[src/rtl/lfsr_stream_if.sv]
// Seed-load handshake and valid/ready word stream between lfsr_stream and its host/consumer.
// The master side drives seeds, run and out_ready; the slave side is the generator.
interface lfsr_stream_if #(
    parameter int WIDTH = 64
);
    logic             seed_valid;
    logic [WIDTH-1:0] seed;
    logic             seed_ready;
    logic             run;
    logic             out_valid;
    logic             out_ready;
    logic [WIDTH-1:0] out_data;
    logic             seed_fixed;
    logic [31:0]      word_count;

    modport master (
        output seed_valid, seed, run, out_ready,
        input  seed_ready, out_valid, out_data, seed_fixed, word_count
    );

    modport slave (
        input  seed_valid, seed, run, out_ready,
        output seed_ready, out_valid, out_data, seed_fixed, word_count
    );
endinterface

[src/rtl/lfsr_stream.sv]
// XNOR Fibonacci LFSR word generator: seed-load handshake, valid/ready output stream,
// all-ones lockup protection and a per-seed word counter.
module lfsr_stream #(
    parameter int             WIDTH = 64,
    parameter logic [WIDTH-1:0] TAPS = WIDTH'(64'hD800_0000_0000_0000),
    parameter int             STEPS = 1
) (
    input  logic        clk,
    input  logic        reset,
    lfsr_stream_if.slave bus
);

    if (WIDTH < 3 || WIDTH > 128) begin : g_bad_width
        $error("lfsr_stream: WIDTH must be in 3..128");
    end
    if (TAPS[WIDTH-1] != 1'b1) begin : g_bad_taps
        $error("lfsr_stream: TAPS[WIDTH-1] must be set");
    end
    if (STEPS < 1 || STEPS > WIDTH) begin : g_bad_steps
        $error("lfsr_stream: STEPS must be in 1..WIDTH");
    end

    // Encoding is {loaded, out_valid}; 2'b01 cannot be reached.
    typedef enum logic [1:0] {
        UNSEEDED  = 2'b00,
        SEEDED    = 2'b10,
        STREAMING = 2'b11
    } fsm_t;

    fsm_t             state_q, state_d;
    logic [WIDTH-1:0] lfsr_q;
    logic             seed_fixed_q;
    logic [31:0]      count_q;
    logic             out_valid;
    logic             seed_ready;
    logic             seed_acc;
    logic             fire;
    logic             seed_all_ones;

    function automatic logic [WIDTH-1:0] shift_once(input logic [WIDTH-1:0] s);
        return {s[WIDTH-2:0], ~^(s & TAPS)};
    endfunction

    function automatic logic [WIDTH-1:0] advance(input logic [WIDTH-1:0] s);
        logic [WIDTH-1:0] t;
        t = s;
        for (int i = 0; i < STEPS; i++) t = shift_once(t);
        return t;
    endfunction

    assign seed_acc      = bus.seed_valid & seed_ready;
    assign fire          = out_valid & bus.out_ready;
    assign seed_all_ones = &bus.seed;

    // NOTE: sequential state uses non-blocking (<=) so every register samples pre-edge values.
    always_ff @(posedge clk) begin
        if (reset) state_q <= UNSEEDED;
        else       state_q <= state_d;
    end

    // A pending word is never withdrawn: while stalled, STREAMING holds regardless of run.
    always_comb begin
        // NOTE: default assignment first so no path leaves state_d unassigned (no latch).
        state_d = state_q;
        case (state_q)
            UNSEEDED:  if (seed_acc)       state_d = SEEDED;
            SEEDED:    if (bus.run)        state_d = STREAMING;
            STREAMING: if (fire && !bus.run) state_d = SEEDED;
            default:                       state_d = UNSEEDED;
        endcase
    end

    always_comb begin
        out_valid  = (state_q == STREAMING);
        seed_ready = !out_valid;
    end

    always_ff @(posedge clk) begin
        if (reset) begin
            lfsr_q       <= '0;
            seed_fixed_q <= 1'b0;
            count_q      <= '0;
        end else if (seed_acc) begin
            lfsr_q       <= seed_all_ones ? '0 : bus.seed;
            seed_fixed_q <= seed_all_ones;
            count_q      <= '0;
        end else if (fire) begin
            lfsr_q  <= advance(lfsr_q);
            count_q <= count_q + 32'd1;
        end
    end

    assign bus.out_valid  = out_valid;
    assign bus.seed_ready = seed_ready;
    assign bus.out_data   = lfsr_q;
    assign bus.seed_fixed = seed_fixed_q;
    assign bus.word_count = count_q;

endmodule

[src/flat_wrapper.sv]
// flat-port wrapper written by rule: the top's interface ports become plain ports
module lfsr_stream_flat 
#(
    parameter int             WIDTH = 64,
    parameter logic [WIDTH-1:0] TAPS = WIDTH'(64'hD800_0000_0000_0000),
    parameter int             STEPS = 1
)
  (clk, reset, bus_seed_valid, bus_seed, bus_run, bus_out_ready, bus_seed_ready, bus_out_valid, bus_out_data, bus_seed_fixed, bus_word_count);
  lfsr_stream_if #(.WIDTH(WIDTH)) bus_i ();
  input  logic clk;
  input  logic reset;
  input wire logic [$bits(bus_i.seed_valid)-1:0] bus_seed_valid;
  input wire logic [$bits(bus_i.seed)-1:0] bus_seed;
  input wire logic [$bits(bus_i.run)-1:0] bus_run;
  input wire logic [$bits(bus_i.out_ready)-1:0] bus_out_ready;
  output wire logic [$bits(bus_i.seed_ready)-1:0] bus_seed_ready;
  output wire logic [$bits(bus_i.out_valid)-1:0] bus_out_valid;
  output wire logic [$bits(bus_i.out_data)-1:0] bus_out_data;
  output wire logic [$bits(bus_i.seed_fixed)-1:0] bus_seed_fixed;
  output wire logic [$bits(bus_i.word_count)-1:0] bus_word_count;
  assign bus_i.seed_valid = bus_seed_valid;
  assign bus_i.seed = bus_seed;
  assign bus_i.run = bus_run;
  assign bus_i.out_ready = bus_out_ready;
  assign bus_seed_ready = bus_i.seed_ready;
  assign bus_out_valid = bus_i.out_valid;
  assign bus_out_data = bus_i.out_data;
  assign bus_seed_fixed = bus_i.seed_fixed;
  assign bus_word_count = bus_i.word_count;
  lfsr_stream #(.WIDTH(WIDTH), .TAPS(TAPS), .STEPS(STEPS)) u_core (.clk(clk), .reset(reset), .bus(bus_i));
endmodule
[config.mk]
export PLATFORM = sky130hd
export DESIGN_NAME = lfsr_stream_flat
export DESIGN_NICKNAME = d
export VERILOG_FILES = /design/src/rtl/lfsr_stream_if.sv /design/src/rtl/lfsr_stream.sv /design/src/flat_wrapper.sv
export SDC_FILE = /design/constraint.sdc
export NUM_CORES = 1
export LEC_CHECK = 0
export ABC_AREA = 1
export BUFFER_PORTS_ARGS = -buffer_cell sky130_fd_sc_hd__clkbuf_2
export CAP_MARGIN = 10
export CORE_AREA = 2 2 119 121
export CTS_CLUSTER_DIAMETER = 120
export DETAILED_ROUTE_END_ITERATION = 10
export DIE_AREA = 0 0 121 123
export PLACE_DENSITY_LB_ADDON = 0.05
export SLEW_MARGIN = 30
export SYNTH_ARGS = -nofsm -noshare
export SYNTH_HDL_FRONTEND = slang
export SYNTH_SLANG_ARGS = --single-unit
[constraint.sdc]
create_clock -name clk -period 1.4 [get_ports clk]
set_clock_uncertainty 0.1 [all_clocks]
set_input_delay 0.14 -clock clk [delete_from_list [all_inputs] [get_ports clk]]
set_output_delay 0.14 -clock clk [all_outputs]
set_load 0.05 [all_outputs]
==> Yosys cells after proc, flatten, opt, wreduce, memory -nomap -nowiden <==
Cells that the tools add are included.
{ "classes": {"addsub": 1, "n_eq_ne": 5, "n_mux": 7, "bitwise": 2, "n_reduce_logical": 9} }
{ "op_table": {"columns": ["op", "n"], "rows": [
  ["$mux 64", 3],
  ["$reduce_and 64->1", 1],
  ["$reduce_xnor 64->1", 1],
  ["$add 32x1->32 const B", 1],
  ["$mux 2", 3],
  ["$pmux 2 s3", 1],
  ["$eq 2x2->1 const B", 2],
  ["$ne 2x2->1 const B", 2],
  ["$reduce_and 3->1", 1],
  ["$and 1x1->1", 2],
  ["$logic_not 1->1", 2],
  ["$logic_not 2->1", 1],
  ["$ne 2x1->1 const B", 1],
  ["$reduce_bool 2->1", 1],
  ["$reduce_or 2->1", 1],
  ["$logic_and 1x1->1", 1]
]} }
{ "word_totals": {"reg_bits": 99, "inputBits": 69, "out_inout_bits": 99, "word_cells": 28} }

==> Longest topological paths before layout <==
{ "depth": {"ltp_word": 5, "depth_mapped": 9, "depth_no_buf": 9} }

==> Worst setup path after synthesis <==
OpenSTA, ideal clock, no wires.
{ "synth_timing": {"kind": "flip-flop to flip-flop", "start": "register u_core.count_q[0] (netlist: u_core.bus.word_count[0])", "end": "register u_core.count_q[26] (netlist: u_core.bus.word_count[26])", "setup_ps": 128, "t_arrival_ps": 1735, "required_time_ps": 1172, "slack_ps": -562, "stages_incl_launch_ff": 9, "n_path_buf": 0, "synth_period_minus_slack_ps": 1962, "cell_sequence": "dfxtp_1 > ha_1 > nand3_1 > nor2_8 > nand3_4 > nor2_8 > nand4_1 > nand2_1 > nor2_1"} }
{ "synth_between": {"elab_chain_cells": 1} }
{ "synth_rtl": {"columns": ["element", "line_no", "source"], "rows": [
  ["from (decl)", "lfsr_stream.sv:33", "logic [31:0] count_q;"],
  ["from (signal assigned)", "lfsr_stream.sv:89", "count_q <= count_q + 32'd1;"],
  ["$add 32x1->32", "lfsr_stream.sv:89", null]
]} }
No other way between the ends.
A chain may end at the register's enable or synchronous reset.

==> Final worst setup path <==
Same ends and word-level chain as after synthesis.

==> metrics.cfg <==
[synthesis]
synth-compound-area-share=0.306
yosys-top-cells-area=dfxtp_1 37%, nand2_1 12%, o21ai_0 11%, o21bai_1 9.2%, a21oi_1 8.5%
synthCells=768
synthMuxAreaShare=0
postSynthAreaPerCell_um2=6.93
ys_seq_area_frac=0.372
synth_fp_nets=838
ys_types=33
synth_top_area_frac=0.372
synth-simple-area-share=0.245
synthFlopType=dfxtp_1
yosys_warnings=0
synth-edff-count=0
syn_area_um2=5320
yosys.area.top_type=dfxtp_1
synth-xor-area-share=0.00658
ys_ff_latch=99
async_flop_share=0
synth_adder_area_share=0.00235
synth_top_family_by_area=compound AO/OA/AOI/OAI gates

[global_routing]
antenna_found_initial=0
grt_first_pass_wirelength_um=28500
overflow=0
grt_use_total=0.240
grt_max_degree=66
grt_pass1_vias=5897

[setup_path]
regToRegStartpoint=u_core.bus.word_count[0]$_SDFFE_PP0N_
worstReg2RegEnd=u_core.bus.word_count[26]$_SDFFE_PP0N_
crit_path_end_kind=register
ff2ff_setup_slack_ps=-140
critical_path_required_ps=1540
start_kind=register
arrival_ps=1680
crit_fanout=7
rr_worst_depth=8
path_class=register to register

[routing]
wl_um=19500
via_per_inst=5.30
vias=6336
drc=0
drt_iter0_drc=480
wire_per_inst_um=16.3
ant_nets=0
drt_pass1_iterations=5

[placed_design]
dp_hpwl_um=12000
preCtsSetupSlack_ps=-183
numPortBuffers=167
post_dp_cell_area_um2=7050
dpl.cell_count=1146
gp_congestion=0.827

[clock_tree]
clock_path_buffers=2
path_clk_slew_ps=70
numCtsBuffers=9
worstSkewPairLatency_ps=350
tritoncts=done
h-tree-depth=3
clock-root-buffer=clkbuf_16
clock-sinks=99

[die]
dieArea_um2=14900
core_um2=13600
die_h_um=123
core.rowCount=43
io_pins=168
chipWidth_um=121
initial_core_util=0.391

[hold_path]
min_to=u_core.bus.out_data[21]$_SDFFE_PP0P_
whs_path_depth=4
hp-class=input pin to register
hp-start=bus_seed[21]

[timing]
worstMarginPinSlew_ps=372
fin_tns_setup_ps=-4210
timing.hold.ws_ps=20.1
hold_violations=0
period_share=1.10
relSlewSlack=0.752
fmax_mhz=651
worst_slack_ps=-136
finalMaxSlewViolations=0
setup_viol=88
period_needed_ps=1540
rsz0062_at_grt=yes

[power_and_ir_drop]
p_comb_frac=0.241
power.internal_mw=4.74
post-layout-total-power_mw=7.01
pwr-share-clk=0.326
leakage_nw=3.52
p_switching_mw=2.28
seq_power_share=0.433
ir_drop_mv=0.684
p_per_area_nw_per_um2=842
swShare=0.325

[cells_and_area]
fill_cells=1208
nets=1080
instances_no_fill=1195
fin_area_um2=8330
area_delta_synth_final_pct=56.6
antenna_cells=0
utilization=0.612
drive_gt1_frac=0.422

[run_status]
violations=setup timing
run_status=finished with violations

[flow_run]
drv_cap=0

-- flip-flops by register name, indices dropped and copies added, names as in the netlist --
| name | cells |
|---|---|
| u_core.bus.word_count | 32 |
| u_core.state_q | 2 |
| u_core.bus.seed_fixed | 1 |
| u_core.bus.out_data | 64 |
-- synthesized netlist by cell type, types with 5 or more instances --
| cell type | number |
|---|---|
| nand2_1 | 165 |
| o21ai_0 | 120 |
| dfxtp_1 | 99 |
| a21oi_1 | 90 |
| o21bai_1 | 65 |
| nor2_1 | 60 |
| inv_1 | 35 |
| clkbuf_1 | 31 |
| nand3_1 | 20 |
| buf_2 | 15 |
| o21ai_1 | 14 |
| nor3_1 | 8 |
| nand4_1 | 7 |
| or2_0 | 5 |
-- kinds of logic (layout without fill, tap and decap cells) --
logic type,Yosys count,after routing
xor+xnor,4,4
simple gates,285,286
flops,99,99
fa+ha+maj,1,1
buf+inv,88,334
compound gates,291,291
-- final cells by class --
class	instances	area, um2	area share
Clock buffer	12	236	0.0284
Clock inverter	4	17.5	0.00210
Inverter	36	153	0.0183
Multi-Input combinational cell	582	3430	0.412
Sequential cell	99	2080	0.250
Tap cell	180	225	0.0270
Timing Repair Buffer	282	2180	0.262
-- layer usage --
layer,GRT usage,part of all wire,up-vias
met5,0,0,-
li1,-,-,3095
met3,0.0374,0.049,30
met4,0.101,0.021,0
met1,0.295,0.42,3016
met2,0.417,0.51,195
-- power groups by stage --
stage               registers (mW)  clock network (mW)  logic, mW
finish                        3.04                2.29       1.69
global route                  3.06                2.46       1.80
CTS                           3.02                2.33       1.42
detailed placement            3.08                   0       1.35
global placement              3.08                   0       1.34
floorplan                     3.52                   0      0.442
-- cell usage in the layout, fill, tap and decap left out, types with 19 or more instances in the layout --
master,n
buf_4,72
o21ai_0,37
o21ai_2,33
inv_1,30
dfxtp_1,69
a21oi_1,76
clkbuf_16,19
nor2_1,47
o21ai_1,63
o21bai_1,65
dfxtp_4,26
clkbuf_2,164
nand2_1,155
-- timing repair --
action,4_1_cts,5_1_grt
endpoints found under the hold margin,2,0
endpoints found under the setup margin,94,95
setup buffers,3,13
pin swaps,16,24
resized for setup,43,170
hold buffers,3,0
cloned,2,12
-- worst max path at each step --
stage | start | slack [ps] | end | cells after the start
after global routing | u_core.state_q[0]$_SDFFE_PP0P_ | -260 | u_core.bus.word_count[21]$_SDFFE_PP0N_ | 7
after floorplan | u_core.bus.word_count[0]$_SDFFE_PP0N_ | -100 | u_core.bus.word_count[26]$_SDFFE_PP0N_ | 8
after detailed placement | bus_seed[29] | -180 | u_core.bus.out_data[45]$_SDFFE_PP0P_ | 9
final | u_core.bus.word_count[0]$_SDFFE_PP0N_ | -140 | u_core.bus.word_count[26]$_SDFFE_PP0N_ | 8
after CTS | u_core.state_q[0]$_SDFFE_PP0P_ | -120 | u_core.bus.word_count[31]$_SDFFE_PP0N_ | 7
after global placement | bus_seed[28] | -160 | u_core.bus.out_data[35]$_SDFFE_PP0P_ | 9
-- critical path: stages, from the launching register on --
cell,delay [ps]
dfxtp_4,370
ha_4,160
nand3_4,90
nor2_8,150
nand3_4,130
nor2_8,210
nand4_1,110
nand2_1,70
nor2_1,30
Power figures use the tool's default switching activity.
